[config.mk]
export PLATFORM = sky130hd
export DESIGN_NAME = ps2_scan_decoder
export DESIGN_NICKNAME = d
export VERILOG_FILES = /design/src/rtl/ps2_pkg.sv /design/src/rtl/ps2_timeout_ctr.sv /design/src/rtl/ps2_scan_decoder.sv
export SDC_FILE = /design/constraint.sdc
export NUM_CORES = 1
export LEC_CHECK = 0
export ABC_AREA = 1
export BUFFER_PORTS_ARGS = -buffer_cell sky130_fd_sc_hd__buf_2
export CELL_PAD_IN_SITES_DETAIL_PLACEMENT = 1
export CELL_PAD_IN_SITES_GLOBAL_PLACEMENT = 1
export CORE_MARGIN = 2
export CORE_UTILIZATION = 40
export CTS_CLUSTER_SIZE = 20
export DETAILED_ROUTE_END_ITERATION = 8
export GPL_TIMING_DRIVEN = 0
export PLACE_DENSITY = 0.86
export SLEW_MARGIN = 15
export SYNTH_ARGS = -nofsm -noshare
export SYNTH_HDL_FRONTEND = slang
export SYNTH_HIERARCHICAL = 1
export SYNTH_SLANG_ARGS = --single-unit
[constraint.sdc]
create_clock -name clk -period 1.8 [get_ports clk]
set_clock_uncertainty 0.05 [all_clocks]
set_input_delay 0 -clock clk [delete_from_list [all_inputs] [get_ports clk]]
set_output_delay 0 -clock clk [all_outputs]
set_load 0.02 [all_outputs]
[src/rtl/ps2_pkg.sv]
// ps2_pkg: shared constants and types for the PS/2 set-2 scancode decoder.
//   PS2_EXT / PS2_BRK   : extended and break prefix bytes
//   PS2_SPECIAL         : keyboard protocol bytes that never form a key event
//   KEY_R / KEY_T / KEY_Y : keys that select the operating mode
//   mode_e              : operating-mode register encoding
//   state_e             : sequence-assembly FSM states
package ps2_pkg;

  localparam logic [7:0] PS2_EXT = 8'hE0;
  localparam logic [7:0] PS2_BRK = 8'hF0;

  localparam int unsigned PS2_NUM_SPECIAL = 6;
  localparam logic [7:0] PS2_SPECIAL [PS2_NUM_SPECIAL] =
    '{8'h00, 8'hAA, 8'hEE, 8'hFA, 8'hFE, 8'hFF};

  localparam logic [7:0] KEY_R = 8'h2D;
  localparam logic [7:0] KEY_T = 8'h2C;
  localparam logic [7:0] KEY_Y = 8'h35;

  typedef enum logic [1:0] {
    MODE_MANUAL = 2'd0,
    MODE_AUTO   = 2'd1,
    MODE_RECORD = 2'd2
  } mode_e;

  typedef enum logic [1:0] {
    ST_IDLE = 2'd0,
    ST_E0   = 2'd1,
    ST_F0   = 2'd2,
    ST_E0F0 = 2'd3
  } state_e;

  function automatic logic is_special(input logic [7:0] b);
    logic hit;
    hit = 1'b0;
    for (int unsigned i = 0; i < PS2_NUM_SPECIAL; i++) begin
      if (b == PS2_SPECIAL[i]) hit = 1'b1;
    end
    return hit;
  endfunction

endpackage

[src/rtl/ps2_timeout_ctr.sv]
// ps2_timeout_ctr: inter-byte timeout counter.
//   clk_i, rst_i : clock, synchronous active-high reset
//   clear_i      : zero the count (takes priority over enable_i)
//   enable_i     : advance the count by one this cycle
//   expire_o     : count has reached TIMEOUT_CYC-1 and is still running
module ps2_timeout_ctr #(
  parameter int unsigned TIMEOUT_CYC = 2_500_000
) (
  input  logic clk_i,
  input  logic rst_i,
  input  logic clear_i,
  input  logic enable_i,
  output logic expire_o
);

  localparam int unsigned W = (TIMEOUT_CYC > 1) ? $clog2(TIMEOUT_CYC) : 1;
  localparam logic [W-1:0] LAST = W'(TIMEOUT_CYC - 1);

  logic [W-1:0] cnt_q;
  logic [W-1:0] cnt_d;

  always_comb begin
    cnt_d = cnt_q;
    if (clear_i)       cnt_d = '0;
    else if (enable_i) cnt_d = cnt_q + 1'b1;
  end

  always_ff @(posedge clk_i) begin
    if (rst_i) cnt_q <= '0;
    else       cnt_q <= cnt_d;
  end

  assign expire_o = enable_i && !clear_i && (cnt_q == LAST);

endmodule

[src/rtl/ps2_scan_decoder.sv]
// ps2_scan_decoder: assembles PS/2 set-2 byte sequences into key events.
//   clk, rst         : system clock, synchronous active-high reset
//   rx_data/rx_valid : received scancode byte and its strobe
//   rx_err           : receiver error strobe, abandons any partial sequence
//   ev_code/ev_ext/ev_break/ev_valid/ev_ready : event output register
//   mode             : 0 manual, 1 auto, 2 record
//   overflow         : sticky flag, set when an event is dropped
module ps2_scan_decoder
  import ps2_pkg::*;
#(
  parameter int unsigned TIMEOUT_CYC   = 2_500_000,
  parameter bit          FILTER_REPEAT = 1'b1
) (
  input  logic       clk,
  input  logic       rst,
  input  logic [7:0] rx_data,
  input  logic       rx_valid,
  input  logic       rx_err,
  output logic [7:0] ev_code,
  output logic       ev_ext,
  output logic       ev_break,
  output logic       ev_valid,
  input  logic       ev_ready,
  output logic [1:0] mode,
  output logic       overflow
);

  state_e     state_q, state_d;
  logic [8:0] last_make_q, last_make_d;
  logic       last_valid_q, last_valid_d;
  mode_e      mode_q, mode_d;
  logic [7:0] ev_code_q, ev_code_d;
  logic       ev_ext_q, ev_ext_d;
  logic       ev_break_q, ev_break_d;
  logic       ev_valid_q, ev_valid_d;
  logic       overflow_q, overflow_d;

  logic       expire;
  logic       emit;
  logic       emit_ext;
  logic       emit_brk;
  logic [8:0] key_id;
  logic       suppress;
  logic       accept;

  ps2_timeout_ctr #(
    .TIMEOUT_CYC(TIMEOUT_CYC)
  ) u_timeout (
    .clk_i   (clk),
    .rst_i   (rst),
    .clear_i (rx_valid || (state_q == ST_IDLE)),
    .enable_i(state_q != ST_IDLE),
    .expire_o(expire)
  );

  // Sequence assembly: error beats a byte, a byte beats the timeout.
  always_comb begin
    state_d  = state_q;
    emit     = 1'b0;
    emit_ext = 1'b0;
    emit_brk = 1'b0;
    if (rx_err) begin
      state_d = ST_IDLE;
    end else if (rx_valid) begin
      if (is_special(rx_data)) begin
        state_d = ST_IDLE;
      end else begin
        unique case (state_q)
          ST_IDLE: begin
            if (rx_data == PS2_EXT)      state_d = ST_E0;
            else if (rx_data == PS2_BRK) state_d = ST_F0;
            else                         emit    = 1'b1;
          end
          ST_E0: begin
            if (rx_data == PS2_BRK) begin
              state_d = ST_E0F0;
            end else begin
              emit     = 1'b1;
              emit_ext = 1'b1;
              state_d  = ST_IDLE;
            end
          end
          ST_F0, ST_E0F0: begin
            if (rx_data == PS2_EXT) begin
              state_d = ST_E0;
            end else if (rx_data != PS2_BRK) begin
              emit     = 1'b1;
              emit_brk = 1'b1;
              emit_ext = (state_q == ST_E0F0);
              state_d  = ST_IDLE;
            end
          end
          default: state_d = ST_IDLE;
        endcase
      end
    end else if (expire) begin
      state_d = ST_IDLE;
    end
  end

  // Repeat filter, mode register and output register.
  always_comb begin
    key_id   = {emit_ext, rx_data};
    suppress = FILTER_REPEAT && emit && !emit_brk &&
               last_valid_q && (key_id == last_make_q);
    accept   = emit && !suppress;

    last_make_d  = last_make_q;
    last_valid_d = last_valid_q;
    mode_d       = mode_q;
    ev_code_d    = ev_code_q;
    ev_ext_d     = ev_ext_q;
    ev_break_d   = ev_break_q;
    ev_valid_d   = ev_valid_q;
    overflow_d   = overflow_q;

    if (accept && !emit_brk) begin
      last_make_d  = key_id;
      last_valid_d = 1'b1;
    end
    if (emit && emit_brk && (key_id == last_make_q)) begin
      last_valid_d = 1'b0;
    end

    // Mode follows the key even when the event itself is dropped below.
    if (accept && !emit_brk && !emit_ext) begin
      if (rx_data == KEY_R)      mode_d = MODE_AUTO;
      else if (rx_data == KEY_T) mode_d = MODE_RECORD;
      else if (rx_data == KEY_Y) mode_d = MODE_MANUAL;
    end

    if (accept) begin
      if (!ev_valid_q || ev_ready) begin
        ev_code_d  = rx_data;
        ev_ext_d   = emit_ext;
        ev_break_d = emit_brk;
        ev_valid_d = 1'b1;
      end else begin
        overflow_d = 1'b1;
      end
    end else if (ev_valid_q && ev_ready) begin
      ev_valid_d = 1'b0;
    end
  end

  always_ff @(posedge clk) begin
    if (rst) begin
      state_q      <= ST_IDLE;
      last_make_q  <= '0;
      last_valid_q <= 1'b0;
      mode_q       <= MODE_MANUAL;
      ev_code_q    <= '0;
      ev_ext_q     <= 1'b0;
      ev_break_q   <= 1'b0;
      ev_valid_q   <= 1'b0;
      overflow_q   <= 1'b0;
    end else begin
      state_q      <= state_d;
      last_make_q  <= last_make_d;
      last_valid_q <= last_valid_d;
      mode_q       <= mode_d;
      ev_code_q    <= ev_code_d;
      ev_ext_q     <= ev_ext_d;
      ev_break_q   <= ev_break_d;
      ev_valid_q   <= ev_valid_d;
      overflow_q   <= overflow_d;
    end
  end

  assign ev_code  = ev_code_q;
  assign ev_ext   = ev_ext_q;
  assign ev_break = ev_break_q;
  assign ev_valid = ev_valid_q;
  assign mode     = mode_q;
  assign overflow = overflow_q;

endmodule

---- Word level (Yosys, flattened, before mapping) ----
Cells that the tools add are included.
operators by class
  add/sub/neg operators ................... 1
  equal/unequal tests ..................... 19
  muxes and demuxes ....................... 41
  bitwise gates (word level) .............. 1
  reduce and logical (&&, ||, !) cells .... 33
operators with widths
  cell                   number
  $eq 8x8->1 const B     7
  $mux 1                 27
  $eq 8x6->1 const B     3
  $add 22x1->22 const B  1
  $eq 22x22->1 const B   1
  $mux 2                 11
  $logic_and 1x1->1      11
  $eq 9x9->1             1
  $logic_not 8->1        1
  $ne 8x8->1 const B     1
  $reduce_and 2->1       4
  $reduce_or 2->1        4
  $pmux 2 s3             1
  $reduce_bool 2->1      3
  $logic_not 1->1        5
  $ne 5x2->1 const B     1
  $ne 5x5->1 const B     1
  $eq 2x2->1 const B     2
  $pmux 1 s3             1
  $reduce_and 3->1       1
  $reduce_bool 3->1      1
  $eq 2x1->1 const B     1
  $logic_not 2->1        1
  $logic_or 1x1->1       2
  3 further kinds        3
word-level totals
  flip-flop bits (word level) ............. 48
  logic and storage cells ................. 105

---- Longest topological paths before layout ----
Gate-level depths: netlist (run 1).
  depth in word-level cells ............... 21
  mapped depth ............................ 16
  mapped depth without buffers ............ 14

---- Modules after synthesis ----
The synthesis (run 1) kept the hierarchy.
modules (own cells, without submodules)
  module            times used  cells an instance  area an instance (µm²)
  ps2_scan_decoder  1           211                1567.8
  ps2_timeout_ctr   1           191                1219.9

---- Worst setup path after synthesis (run 1) ----
No wires, ideal clock.
  path kind ............................... reg2reg
  start point ............................. reg state_q[0]
  end point ............................... reg state_q[0]
  library setup time ...................... 70 ps
  arrival time ............................ 1428 ps
  setup slack ............................. 253 ps
  stages on the path, launching flop included .. 10
  path buffers ............................ 0
  cells stage by stage .................... dfxtp_1 nor2_1 inv_1 inv_2 nor2_1 nand3_1 nor2_1 o21ai_0 a211o_1 a21oi_1
on the way
  word-level cells in the longest chain between the ends .. 7
RTL lines
  what                                    RTL line                 RTL
  start, declared                         ps2_scan_decoder.sv:28   state_e state_q, state_d;
  start signal, assigned                  ps2_scan_decoder.sv:158  state_q <= state_d;
  $logic_not 2->1                         ps2_scan_decoder.sv:51   .clear_i (rx_valid || (state_q == ST_IDLE)),
  $logic_or 1x1->1                        ps2_scan_decoder.sv:51
  $logic_not 1->1                         ps2_timeout_ctr.sv:33    assign expire_o = enable_i && !clear_i && (cnt_q == LAST);
  $logic_and 1x1->1 (*) (2 in a row)      ps2_timeout_ctr.sv:33
  net expire                              ps2_scan_decoder.sv:38   logic expire;
  $reduce_bool 2->1 (no source line) (*)  -
  $reduce_and 3->1 (no source line) (*)   -
Mark *: on every way through the listed nets, which the timed path passes. The rest lies on a longest branch.
A chain may end at the register's enable or synchronous reset.

---- Worst setup path in the final report (run 1) ----
  start point ............................. reg last_make_q[6]
  end point ............................... reg last_make_q[3]
on the way
  word-level cells in the longest chain between the ends .. 5
RTL lines
  what                    RTL line                 RTL
  start, declared         ps2_scan_decoder.sv:29   logic [8:0] last_make_q, last_make_d;
  start signal, assigned  ps2_scan_decoder.sv:159  last_make_q <= last_make_d;
  $eq 9x9->1              ps2_scan_decoder.sv:105  last_valid_q && (key_id == last_make_q);
  $logic_and 1x1->1       ps2_scan_decoder.sv:105
  $logic_not 1->1         ps2_scan_decoder.sv:106  accept = emit && !suppress;
  $logic_and 1x1->1       ps2_scan_decoder.sv:106
  $logic_and 1x1->1       ps2_scan_decoder.sv:117  if (accept && !emit_brk) begin
Every way passes these cells.

==> out/qor.csv, run 1 <==
metric;value;unit
CTS max path bufs;2;
Clk Latency, worst-skew pair;0.31;ns
Sink Count;48;
R2R depth;8;
Tcrit/Tclk final;99.1;%
maximum number of pins on one net before global-route repair;17;
Area growth, synth to finish;21.5;%
critical path depth;8;
Port Buffers;22;
IO Count;27;
Critical Path RT;1.98;ns
Placed Area;0.00300;mm2
Root Driver;clkbuf_8;
CP startpoint;last_make_q[6];
Final #Nets;461;
total CTS buffers;5;
max cap viols;0;
Avg WL per Cell;16.6;um
cell leakage power;0.00121;uW
mux cell area share after synthesis;0;%
worst path bufs/invs;1;
pwr/cell area;698;mW/mm2
final-report max-slew violation count;0;
cell family with most CP delay;simple AND/OR/NAND/NOR gates;
Syn. warnings;6;
Initial Utilization;41.3;%
CP Capture Point;last_make_q[3];
Hold WS;0.0000121;ns
final hold vios;0;
Crit. End Element;register;
crit-path cells;xnor2_1 -> nand4_1 -> nor2_2 -> nand4_1 -> nand3b_4 -> buf_8 -> nand2_1 -> a21oi_2;
Synth Area in Adders;0.449;%
DRC viols;0;
vias in the first global route;2885;
Rows;30;
Critical Path Max Stage Delay;0.35;ns
Core ar.;0.00676;mm2
class of the worst hold path;in -> reg;
Compound-Gate Fraction of Synth Area;11.4;%
Syn Area/Cell;6.93;um2
Post-Syn Instances;402;
Vias/cell;5.41;
die footprint;0.00765;mm2
endpoints failing setup;0;
global-route wire length before repair;13600;um
relative slew slack;51.1;%
unrepaired setup endpoints after global routing;yes;
hold path cells;4;
vias post-DR;2855;
Routed Antenna Nets;0;
CTS tree;yes;
HPWL after DPL;5820;um
Net Count, Synth;416;
final instance area;0.00339;mm2
grt ovf;0;
post-synth cell types;35;
kind of critical path;reg -> reg;
diode count;0;
status;completed;
Critical Path Most Common Cell;nand4_1;
Worst Max-Slew Pin Slew;0.734;ns
layout cells sized above 1;25.9;%
drt initial violations;95;
CP Launch Type;register;
Synth Register Bits;48;
critical path's slowest cell;dfxtp_1;
Die Span X;87.5;um
gpl congestion;0.805;
htree depth;2;
Synth Area in XOR/XNOR;3.46;%
total global-route track usage;22.2;%
reg-to-reg startpoint;last_make_q[6];
r2r endpoint;last_make_q[3];
achievable frequency;561;MHz
CP Max Fanout;10;
1st-pass router iterations;4;
DRT Wirelength;8770;um
register area share after synthesis;34.5;%
minimum clock period;1.78;ns
largest family of logic cells by synthesized area;simple AND/OR/NAND/NOR gates;
Reg clk slew, reported paths;0.11;ns
Die Y;87.5;um
Final Util;50.1;%
r2r setup slk;0.02;ns
crit path DAT;1.97;ns
initial antenna violation count;0;
maximum VDD drop;0.372;mV
Post-Syn Area;0.00279;mm2
Synth Area in Simple Gates;40.3;%
worst min path at each step:
stage,from,end
floorplan,rst,last_make_q[0]
global placement,rst,last_make_q[0]
detailed placement,rst,last_make_q[0]
CTS,rx_data[5],ev_code[5]
global route,rx_valid,state_q[0]
finish,rx_valid,state_q[0]
worst register-to-register path, stage by stage (launching register included):
cell	delay (ns)
dfxtp_1	0.35
xnor2_1	0.19
nand4_1	0.14
nor2_2	0.21
nand4_1	0.18
nand3b_4	0.13
buf_8	0.14
nand2_1	0.12
a21oi_2	0.19
flip-flops by register name, summed over array words and instances (netlist names):
signal,flops
last_make_q,9
ev_code,8
u_timeout/cnt_q,22
ev_valid,1
ev_break,1
overflow,1
mode,2
state_q,2
last_valid_q,1
ev_ext,1
final cells by class:
class / count / area [um2]
plain buffers: 13 / 119
clock buffers: 5 / 68.8
clock inverters: 3 / 68.8
fillers: 878 / 3370
inverters: 44 / 165
multi-input cells: 297 / 1630
flip-flops and latches: 48 / 971
well taps: 80 / 100
repair buffers: 38 / 263
power breakdown:
group          leakage, uW  internal (uW)  switching (uW)  total [uW]
sequential        0.000392           1080            15.5        1100
combinational     0.000749            113             176         290
clock            0.0000687            560             415         975
total              0.00121           1760             607        2360
logic make-up after synthesis:
logic type | count (synthesis)
compound gates | 52
flops | 48
fa+ha+maj | 1
xor+xnor | 11
buf+inv | 57
simple gates | 233
timing repair:
item | 4_1_cts | 5_1_grt
buffers inserted | 0 | 1
hold buffers | 13 | 0
resized for setup | 6 | 30
cloned | 0 | 2
endpoints found under the setup margin | 12 | 30
endpoints found under the hold margin | 16 | 0
pin swaps | 0 | 10
Yosys cell counts, drive strengths merged:
master    n  area share, %
nor2     72             12
nand3b    2           0.99
dfxtp    48             34
nand4    12            2.9
buf       9            3.5
a21oi    40            8.5
clkinv    1           0.13
clkbuf    4           0.54
nor4      1           0.22
nor3b     1           0.27
a211o     1           0.31
a211oi    2           0.72
inv      43            5.8
xor2      3           0.94
o21a      1           0.27
nor3      5           0.90
ha        1           0.45
xnor2     8            2.5
o211ai    1           0.27
nand2   101             15
nand3    39            7.4
o21ai     7            1.3
layout by cell type, fill, tap and decap left out, types with 3 or more instances in the layout:
| master | n |
|---|---|
| nor2_1 | 50 |
| nor2_4 | 12 |
| xnor2_1 | 8 |
| nand3_2 | 4 |
| clkbuf_1 | 3 |
| clkbuf_8 | 5 |
| buf_2 | 22 |
| a21oi_1 | 29 |
| nand3_1 | 34 |
| dfxtp_1 | 44 |
| nand2_1 | 84 |
| nand2_2 | 15 |
| inv_1 | 34 |
| a21oi_2 | 11 |
| dlygate4sd3_1 | 13 |
| o21ai_0 | 5 |
| nor3_1 | 4 |
| nor2_2 | 10 |
| nand4_1 | 11 |
| xor2_1 | 3 |
| inv_2 | 9 |
| buf_4 | 6 |
| buf_6 | 4 |
per-layer routing:
layer / global-route usage [%] / wire length, um
met3: 3.41 / 252
met4: 6.57 / 234
met5: 0 / 0
met2: 43.8 / 4710
met1: 23.9 / 3570
through the flow:
stage          worst slack, ns  TNS (ns)  cells  total power, uW
5_1_grt                 -0.116    -0.839    528             2440
6_report                0.0171         0    528             2360
3_5_place_dp            -0.175     -1.53    504             1360
3_3_place_gp           -0.0521    -0.236    504             1350
2_1_floorplan            0.253         0    402             1290
4_1_cts                 0.0168         0    525             2350
Power figures use the tool's default switching activity.
==> run 2, diff against run 1 <==
==> constraint.sdc (replaced) <==
create_clock -name clk -period 1.8 [get_ports clk]
set_clock_uncertainty 0.05 [all_clocks]
set_input_delay 0.18 -clock clk [delete_from_list [all_inputs] [get_ports clk]]
set_output_delay 0.18 -clock clk [all_outputs]
set_load 0.02 [all_outputs]
==> run 2 against run 1 <==
Power down 2.0%. Setup slack better by 0.099 ns. Critical endpoint is now ev_code[6]. Core utilization is 2.1 points lower. Fmax rose by 5.9%. Sequential power barely moved. Register-to-register slack better by 0.099 ns. Design area is 4.1% lower. Flip-flop and latch count is the same. Combinational power decreased by 12%. Hold slack better by 0.096 ns.
==> out/qor.csv, run 2 (synthesized netlist as in run 1, its figures left out) <==
metric;value;unit
Sink Count;48;
final hold vios;0;
Hold Buf Count CTS;0;
Critical Path Max Stage Delay;0.38;ns
initial antenna violation count;0;
Tcrit/Tclk final;93.6;%
commonest non-fill, non-tap cell in the layout;nand2_1;
combinational power share;11.1;%
Avg WL per Cell;14.6;um
register area;971;um2
most frequent cells in the layout;nand2_1, nor2_1, dfxtp_1;
layout cells sized above 1;26.8;%
final-report max-slew violation count;0;
Core ar.;0.00676;mm2
Switching Fraction;24.9;%
htree depth;2;
Crit. End Element;register;
total global-route track usage;20.6;%
Routed Antenna Nets;0;
Critical Path RT;1.99;ns
achievable frequency;594;MHz
area of the multi-input gates;0.00160;mm2
relative slew slack;53.8;%
Int Pwr;1740;uW
grt ovf;0;
CP Launch Type;register;
die footprint;0.00765;mm2
hold path cells;2;
R2R depth;10;
sw power;576;uW
1st-pass router iterations;4;
Vias/cell;5.26;
Initial Utilization;41.3;%
DRC viols;0;
gpl congestion;0.805;
endpoints failing setup;0;
maximum number of pins on one net before global-route repair;17;
status;completed;
final worst setup slack;0.116;ns
final instance area;0.00325;mm2
CP Max Fanout;5;
diode count;0;
crit-path cells;inv_2 -> nor2_2 -> nor2_2 -> nand3_1 -> nand3_2 -> nor2_4 -> nor2_4 -> buf_4 -> nand3_1 -> a21oi_2;
Placed Area;0.00300;mm2
global-route wire length before repair;12700;um
pwr/cell area;713;mW/mm2
Clk Latency, worst-skew pair;0.31;ns
kind of critical path;reg -> reg;
IO Count;27;
CTS tree;yes;
DRT Wirelength;7560;um
max FFs per register;22;
pre-CTS setup slack;-0.212;ns
crit path DAT;1.87;ns
power share of the sequential group;47.4;%
max cap viols;0;
Reg clk slew, reported paths;0.10;ns
vias post-DR;2720;
maximum VDD drop;0.371;mV
Reg with most FFs;u_timeout/cnt_q;
Root Driver;clkbuf_8;
cell leakage power;0.00117;uW
minimum clock period;1.68;ns
Final #Nets;450;
CTS max path bufs;2;
HPWL after DPL;5820;um
Port Buffers;22;
class of the worst hold path;in -> reg;
fillcell total;903;
Die Span X;87.5;um
total CTS buffers;5;
total power;2310;uW
setup TNS;0;ns
Worst Max-Slew Pin Slew;0.692;ns
critical path's slowest cell;dfxtp_4;
vias in the first global route;2777;
Rows;30;
drt initial violations;58;
Area growth, synth to finish;16.4;%
Die Y;87.5;um
clock share of power;41.6;%
==> run 2: cell count changes in the layout (fill, tap and decap cells not counted), sizes merged <==
| cell | delta |
|---|---|
| clkbuf | +2 |
| dlygate4sd3 | -13 |
==> run 2: layout make-up <==
class                           instances  share of cell area (%)
Buffer                                 13                    3.55
Clock inverter                          3                    2.12
Tap cell                               80                    3.08
Multi-Input combinational cell        297                    49.4
Inverter                               44                    5.09
Sequential cell                        48                    29.9
Timing Repair Buffer                   27                    4.70
Clock buffer                            5                    2.12
==> run 2: worst paths after layout <==
path                   start              to  slack (ns)
hold reg to reg   ev_code[1]      ev_code[1]        0.41
setup reg to reg  state_q[1]      ev_code[6]        0.12
hold / removal           rst  last_make_q[8]         0.1
setup / recovery  state_q[1]      ev_code[6]        0.12
==> run 2: timing repair <==
action                     CTS  global route
setup endpoints to repair   12            28
resized for setup            6            26
cloned                       0             2
pin swaps                    0             5
setup buffers                0             3
==> run 2: per-layer routing <==
metal  GRT usage [%]  share of wire (%)  vias to the layer above
met2            39.5                 53                       45
met3            3.22                2.6                       19
met1            23.0                 42                     1298
li1                -                  -                     1358
met5               0                  0                        -
met4            6.29                2.4                        0
==> run 2: power by group through the flow <==
stage | combinational [uW] | clock (uW) | sequential (uW)
finish | 256 | 962 | 1100
global route | 282 | 1030 | 1100
CTS | 242 | 984 | 1100
detailed placement | 240 | 0 | 1120
global placement | 230 | 0 | 1120
floorplan | 158 | 0 | 1130
==> run 2: critical path, delay by kind of cell, from the launching register on <==
| kind | cells | cell delay, ns |
|---|---|---|
| and+or+nand+nor | 7 | 0.77 |
| buffers and inverters | 2 | 0.27 |
| AOI/OAI and AO/OA | 1 | 0.15 |
| DFF | 1 | 0.38 |
==> run 2: per-stage QoR <==
stage          util [%]  hold slack (ns)  cells
2_1_floorplan         -            0.199    402
3_3_place_gp       44.4            0.392    504
3_5_place_dp       44.4            0.402    504
4_1_cts            46.5           0.0829    512
5_1_grt            48.0           0.0880    517
6_report           48.0           0.0963    517
